$ cat src/rtl/dotl_pkg.sv
// Shared types and constants for the dice / traffic-light generator.
package dotl_pkg;

    typedef enum logic [1:0] {
        RED       = 2'd0,
        RED_AMBER = 2'd1,
        GREEN     = 2'd2,
        AMBER     = 2'd3
    } light_state_t;

    localparam logic [2:0] CODE_RED       = 3'b100;
    localparam logic [2:0] CODE_RED_AMBER = 3'b110;
    localparam logic [2:0] CODE_GREEN     = 3'b001;
    localparam logic [2:0] CODE_AMBER     = 3'b010;

    localparam logic [2:0] DIE_RESET      = 3'b001;

endpackage

$ cat src/rtl/light_seq.sv
// Four-phase traffic-light sequencer with per-phase dwell counter.
//   state     | meaning
//   RED       | stop, held RED_TICKS cycles
//   RED_AMBER | prepare to go, held RED_AMBER_TICKS cycles
//   GREEN     | go, held GREEN_TICKS cycles
//   AMBER     | prepare to stop, held AMBER_TICKS cycles
module light_seq
    import dotl_pkg::*;
#(
    parameter int unsigned RED_TICKS       = 4,
    parameter int unsigned RED_AMBER_TICKS = 1,
    parameter int unsigned GREEN_TICKS     = 4,
    parameter int unsigned AMBER_TICKS     = 1
) (
    input  logic       clk,
    input  logic       rst,
    output logic [2:0] code
);

    localparam logic [7:0] RED_LAST       = 8'(RED_TICKS - 1);
    localparam logic [7:0] RED_AMBER_LAST = 8'(RED_AMBER_TICKS - 1);
    localparam logic [7:0] GREEN_LAST     = 8'(GREEN_TICKS - 1);
    localparam logic [7:0] AMBER_LAST     = 8'(AMBER_TICKS - 1);

    light_state_t state;
    logic [7:0]   dwell;
    logic [7:0]   last;

    always_comb begin
        last = RED_LAST;
        case (state)
            RED:       last = RED_LAST;
            RED_AMBER: last = RED_AMBER_LAST;
            GREEN:     last = GREEN_LAST;
            AMBER:     last = AMBER_LAST;
            default:   last = RED_LAST;
        endcase
    end

    // Advance on the terminal count; >= also pulls a corrupted count back in range.
    always_ff @(posedge clk) begin
        if (rst) begin
            state <= RED;
            dwell <= 8'd0;
            code  <= CODE_RED;
        end else if (dwell >= last) begin
            dwell <= 8'd0;
            case (state)
                RED: begin
                    state <= RED_AMBER;
                    code  <= CODE_RED_AMBER;
                end
                RED_AMBER: begin
                    state <= GREEN;
                    code  <= CODE_GREEN;
                end
                GREEN: begin
                    state <= AMBER;
                    code  <= CODE_AMBER;
                end
                AMBER: begin
                    state <= RED;
                    code  <= CODE_RED;
                end
                default: begin
                    state <= RED;
                    code  <= CODE_RED;
                end
            endcase
        end else begin
            dwell <= dwell + 8'd1;
        end
    end

endmodule

$ cat src/rtl/dice_lights_gen.sv
// N-faced die and traffic-light sequencer sharing one 3-bit result bus,
// plus a registered roll-complete pulse on button release.
module dice_lights_gen
    import dotl_pkg::*;
#(
    parameter int unsigned DICE_MAX        = 6,
    parameter int unsigned RED_TICKS       = 4,
    parameter int unsigned RED_AMBER_TICKS = 1,
    parameter int unsigned GREEN_TICKS     = 4,
    parameter int unsigned AMBER_TICKS     = 1
) (
    input  logic       clk,
    input  logic       rst,
    input  logic       button,
    input  logic       sel,
    output logic [2:0] result,
    output logic       roll_done
);

    generate
        if (DICE_MAX < 2 || DICE_MAX > 7) begin : g_bad_dice_max
            $error("dice_lights_gen: DICE_MAX must be in 2..7");
        end
        if (RED_TICKS < 1 || RED_TICKS > 255 ||
            RED_AMBER_TICKS < 1 || RED_AMBER_TICKS > 255 ||
            GREEN_TICKS < 1 || GREEN_TICKS > 255 ||
            AMBER_TICKS < 1 || AMBER_TICKS > 255) begin : g_bad_ticks
            $error("dice_lights_gen: phase tick counts must be in 1..255");
        end
    endgenerate

    localparam logic [2:0] DIE_MAX = 3'(DICE_MAX);

    logic [2:0] die;
    logic       button_q;
    logic [2:0] light_code;

    light_seq #(
        .RED_TICKS       (RED_TICKS),
        .RED_AMBER_TICKS (RED_AMBER_TICKS),
        .GREEN_TICKS     (GREEN_TICKS),
        .AMBER_TICKS     (AMBER_TICKS)
    ) u_light_seq (
        .clk  (clk),
        .rst  (rst),
        .code (light_code)
    );

    // Out-of-range faces snap back to 1 regardless of the button.
    always_ff @(posedge clk) begin
        if (rst) begin
            die       <= DIE_RESET;
            button_q  <= 1'b0;
            roll_done <= 1'b0;
        end else begin
            button_q  <= button;
            roll_done <= button_q & ~button;
            if (die == 3'd0 || die > DIE_MAX) begin
                die <= DIE_RESET;
            end else if (button) begin
                die <= (die == DIE_MAX) ? DIE_RESET : die + 3'd1;
            end
        end
    end

    assign result = sel ? light_code : die;

endmodule
$ cat config.mk
export PLATFORM = sky130hd
export DESIGN_NAME = dice_lights_gen
export DESIGN_NICKNAME = d
export VERILOG_FILES = /design/src/rtl/dotl_pkg.sv /design/src/rtl/light_seq.sv /design/src/rtl/dice_lights_gen.sv
export SDC_FILE = /design/constraint.sdc
export NUM_CORES = 1
export LEC_CHECK = 0
export ABC_AREA = 1
export ABC_CLOCK_PERIOD_IN_PS = 3000
export BUFFER_PORTS_ARGS = -buffer_cell sky130_fd_sc_hd__buf_2
export CAP_MARGIN = 20
export CORE_AREA = 3 3 40 42
export CTS_BUF_LIST = sky130_fd_sc_hd__clkbuf_2 sky130_fd_sc_hd__clkbuf_4 sky130_fd_sc_hd__clkbuf_8
export DETAILED_ROUTE_END_ITERATION = 12
export DIE_AREA = 0 0 43 45
export GPL_TIMING_DRIVEN = 0
export PLACE_DENSITY = 0.84
export SYNTH_ARGS = -nofsm -noshare
export SYNTH_HDL_FRONTEND = slang
export SYNTH_SLANG_ARGS = --single-unit
export TNS_END_PERCENT = 1
$ cat constraint.sdc
create_clock -name clk -period 3 [get_ports clk]
set_clock_uncertainty 0.05 [all_clocks]
set_input_delay 0.75 -clock clk [delete_from_list [all_inputs] [get_ports clk]]
set_output_delay 0.75 -clock clk [all_outputs]
set_load 0.01 [all_outputs]
==> results.txt <==
1st-pass router iterations - 3
RR Endpoint - u_light_seq.code[0]$_SDFFE_PP0P_
unrepaired setup endpoints after global routing - false
post-route setup TNS - 0 ns
clk_lat worst skew - 0.29 ns
post-synthesis sequential area ratio - 44.7%
most frequent cell after synthesis - nand2_1
worst reg-to-reg setup slack - 1.29 ns
residual DRC count - 0
die area - 1940 um2
Register Area - 340 um2
FMAX - 490 MHz
hold_buf cts - 0
# diodes - 0
predominant post-synthesis flop cell - dfxtp_1
Multi-input gate area - 365 um2
outcome - finished clean
CTS Buf Count - 3
Vias per Instance - 4.64
pwr/cell area - 612 nW/um2
initial antenna violation count - 0
Synth Instances - 102
largest net degree at the start of global routing - 10
GP Congestion - 0.753
CP Launch Type - input port
Total GRT Usage - 14.7%
CP startpoint - sel
Synth async-reset ratio - 0%
Via Count - 612
crit-path max FO - 6
Total Nets Final - 129
mapped cell area - 762 um2
post-CTS sizing - 0
type of the tightest min-delay check - reg2reg
max-slew violations - 0
global-route wire length before repair - 2060 um
Worst Reg2Reg Path Length in Cells - 10
ANT nets after route - 0
WL/cell - 8.95 um
worst r2r src - u_light_seq.state[1]$_SDFFE_PP0P_
Peak VDD IR - 324 uV
Setup crit end kind - output port
setup violators final - 0
CP arrival - 1.24 ns
top cells by area, synth - dfxtp_1 (45%), ha_1 (11%), nand2_1 (11%)
vias in the first global route - 538
First DRT Iteration DRCs - 2
Util after Layout - 67.0%
filler cell count in the final layout - 109
Setup CP Type - in2out
Starting Density - 59.3%
post-synthesis area per instance - 7.47 um2
Post-DP HPWL - 963 um
final worst path period need - 2.04 ns
crit share post-route - 68.1%
top-area cell type share of the netlist area - 44.7%
Core Rows - 13
Port Buffers - 7
DIE HEIGHT - 45 um
DIE WIDTH - 43 um
Leak Pwr - 0.000460 uW
EDFF count, synth - 0
GRT Residual Overflow - 0
crit path capture - result[2]
Fin. Hold Viols - 0
Yosys cell types - 16
Max-Cap Viols - 0
total core area - 1280 um2
leading cell types by count after synthesis - nand2_1 (22), inv_1 (19), nor2_1 (19)
flops & latches, synth - 17
root buffer cell - clkbuf_4
share of cells above drive strength 1 - 12.8%
Design Area, Final - 861 um2
placed cell area - 831 um2
CTS tree - done
H-tree Lvls - 1
Clock Path Buffers - 2
leading area contributor after synthesis - dfxtp_1
yosys warns - 0
Clock transition at path regs - 0.09 ns
postcts setup bufs - 0
Syn-to-layout area delta - 13.0%
CTS Sinks - 17
final wirelength - 1180 um
Worst EP required - 2.20 ns
I/O Pins - 8
[cell usage in the layout, fill, tap and decap left out, drive strengths merged]
cell	count
nand2	22
ha	7
o21ai	3
xor2	1
nor3	2
a21oi	1
clkbuf	4
dfxtp	17
buf	7
nor2	21
xnor2	1
conb	5
nand3	7
inv	19
[worst max-delay path, stage by stage]
cell     delay [ns]
buf_2          0.13
o21ai_0        0.19
buf_2          0.16
[per-stage QoR]
| step | hold slack [ns] | std cells | setup WS [ns] | total power, uW |
|---|---|---|---|---|
| 2_1_floorplan | 0.352 | 106 | 1.17 | 371 |
| 3_3_place_gp | 0.358 | 128 | 0.998 | 396 |
| 3_5_place_dp | 0.364 | 128 | 0.955 | 405 |
| 4_1_cts | 0.376 | 132 | 0.955 | 534 |
| 5_1_grt | 0.391 | 132 | 0.917 | 567 |
| 6_report | 0.373 | 132 | 0.958 | 527 |
[routing by layer]
layer / routed length (um) / vias up / track usage [%]
li1: - / 334 / -
met1: 542 / 270 / 17.0
met2: 578 / 6 / 24.6
met3: 36 / 2 / 3.59
met4: 24 / 0 / 9.04
met5: 0 / - / 0
[cell type report]
type,instances,area share [%]
sequential,17,39.5
inverter,19,8.28
timing repair buffer,7,4.07
tap,15,2.18
multi-input combinational,70,42.4
clock buffer,4,3.49
[where the power goes]
part | switching (uW) | internal, uW | leakage [uW]
Sequential | 19.9 | 251 | 0.000141
Combinational | 75.2 | 52.0 | 0.000301
Clock | 68.0 | 60.8 | 0.0000184
Total | 163 | 364 | 0.000460
[logic make-up after synthesis]
group / after synthesis / synth area share, %
fa+ha+maj: 7 / 11.5
flops: 17 / 44.7
xor+xnor: 2 / 2.30
other cells: 1 / 0.492
compound gates: 4 / 2.63
simple gates: 52 / 29.1
buf+inv: 19 / 9.36
[sequential cells by signal, indices dropped and copies added, names as in the netlist]
name,cells
u_light_seq.code,3
u_light_seq.state,1
u_light_seq.dwell,8
roll_done,1
die,3
button_q,1
[how the worst min path moves through the flow]
| stage | slack (ns) | end | start | cells after the start |
|---|---|---|---|---|
| after floorplan | 0.35 | roll_done$_SDFF_PP0_ | button_q$_SDFF_PP0_ | 2 |
| after global placement | 0.36 | roll_done$_SDFF_PP0_ | button_q$_SDFF_PP0_ | 2 |
| after detailed placement | 0.36 | roll_done$_SDFF_PP0_ | button_q$_SDFF_PP0_ | 2 |
| after CTS | 0.38 | roll_done$_SDFF_PP0_ | button_q$_SDFF_PP0_ | 2 |
| after global routing | 0.39 | roll_done$_SDFF_PP0_ | button_q$_SDFF_PP0_ | 2 |
| final | 0.37 | roll_done$_SDFF_PP0_ | button_q$_SDFF_PP0_ | 2 |
No activity file was read; power rests on OpenSTA's default activity.
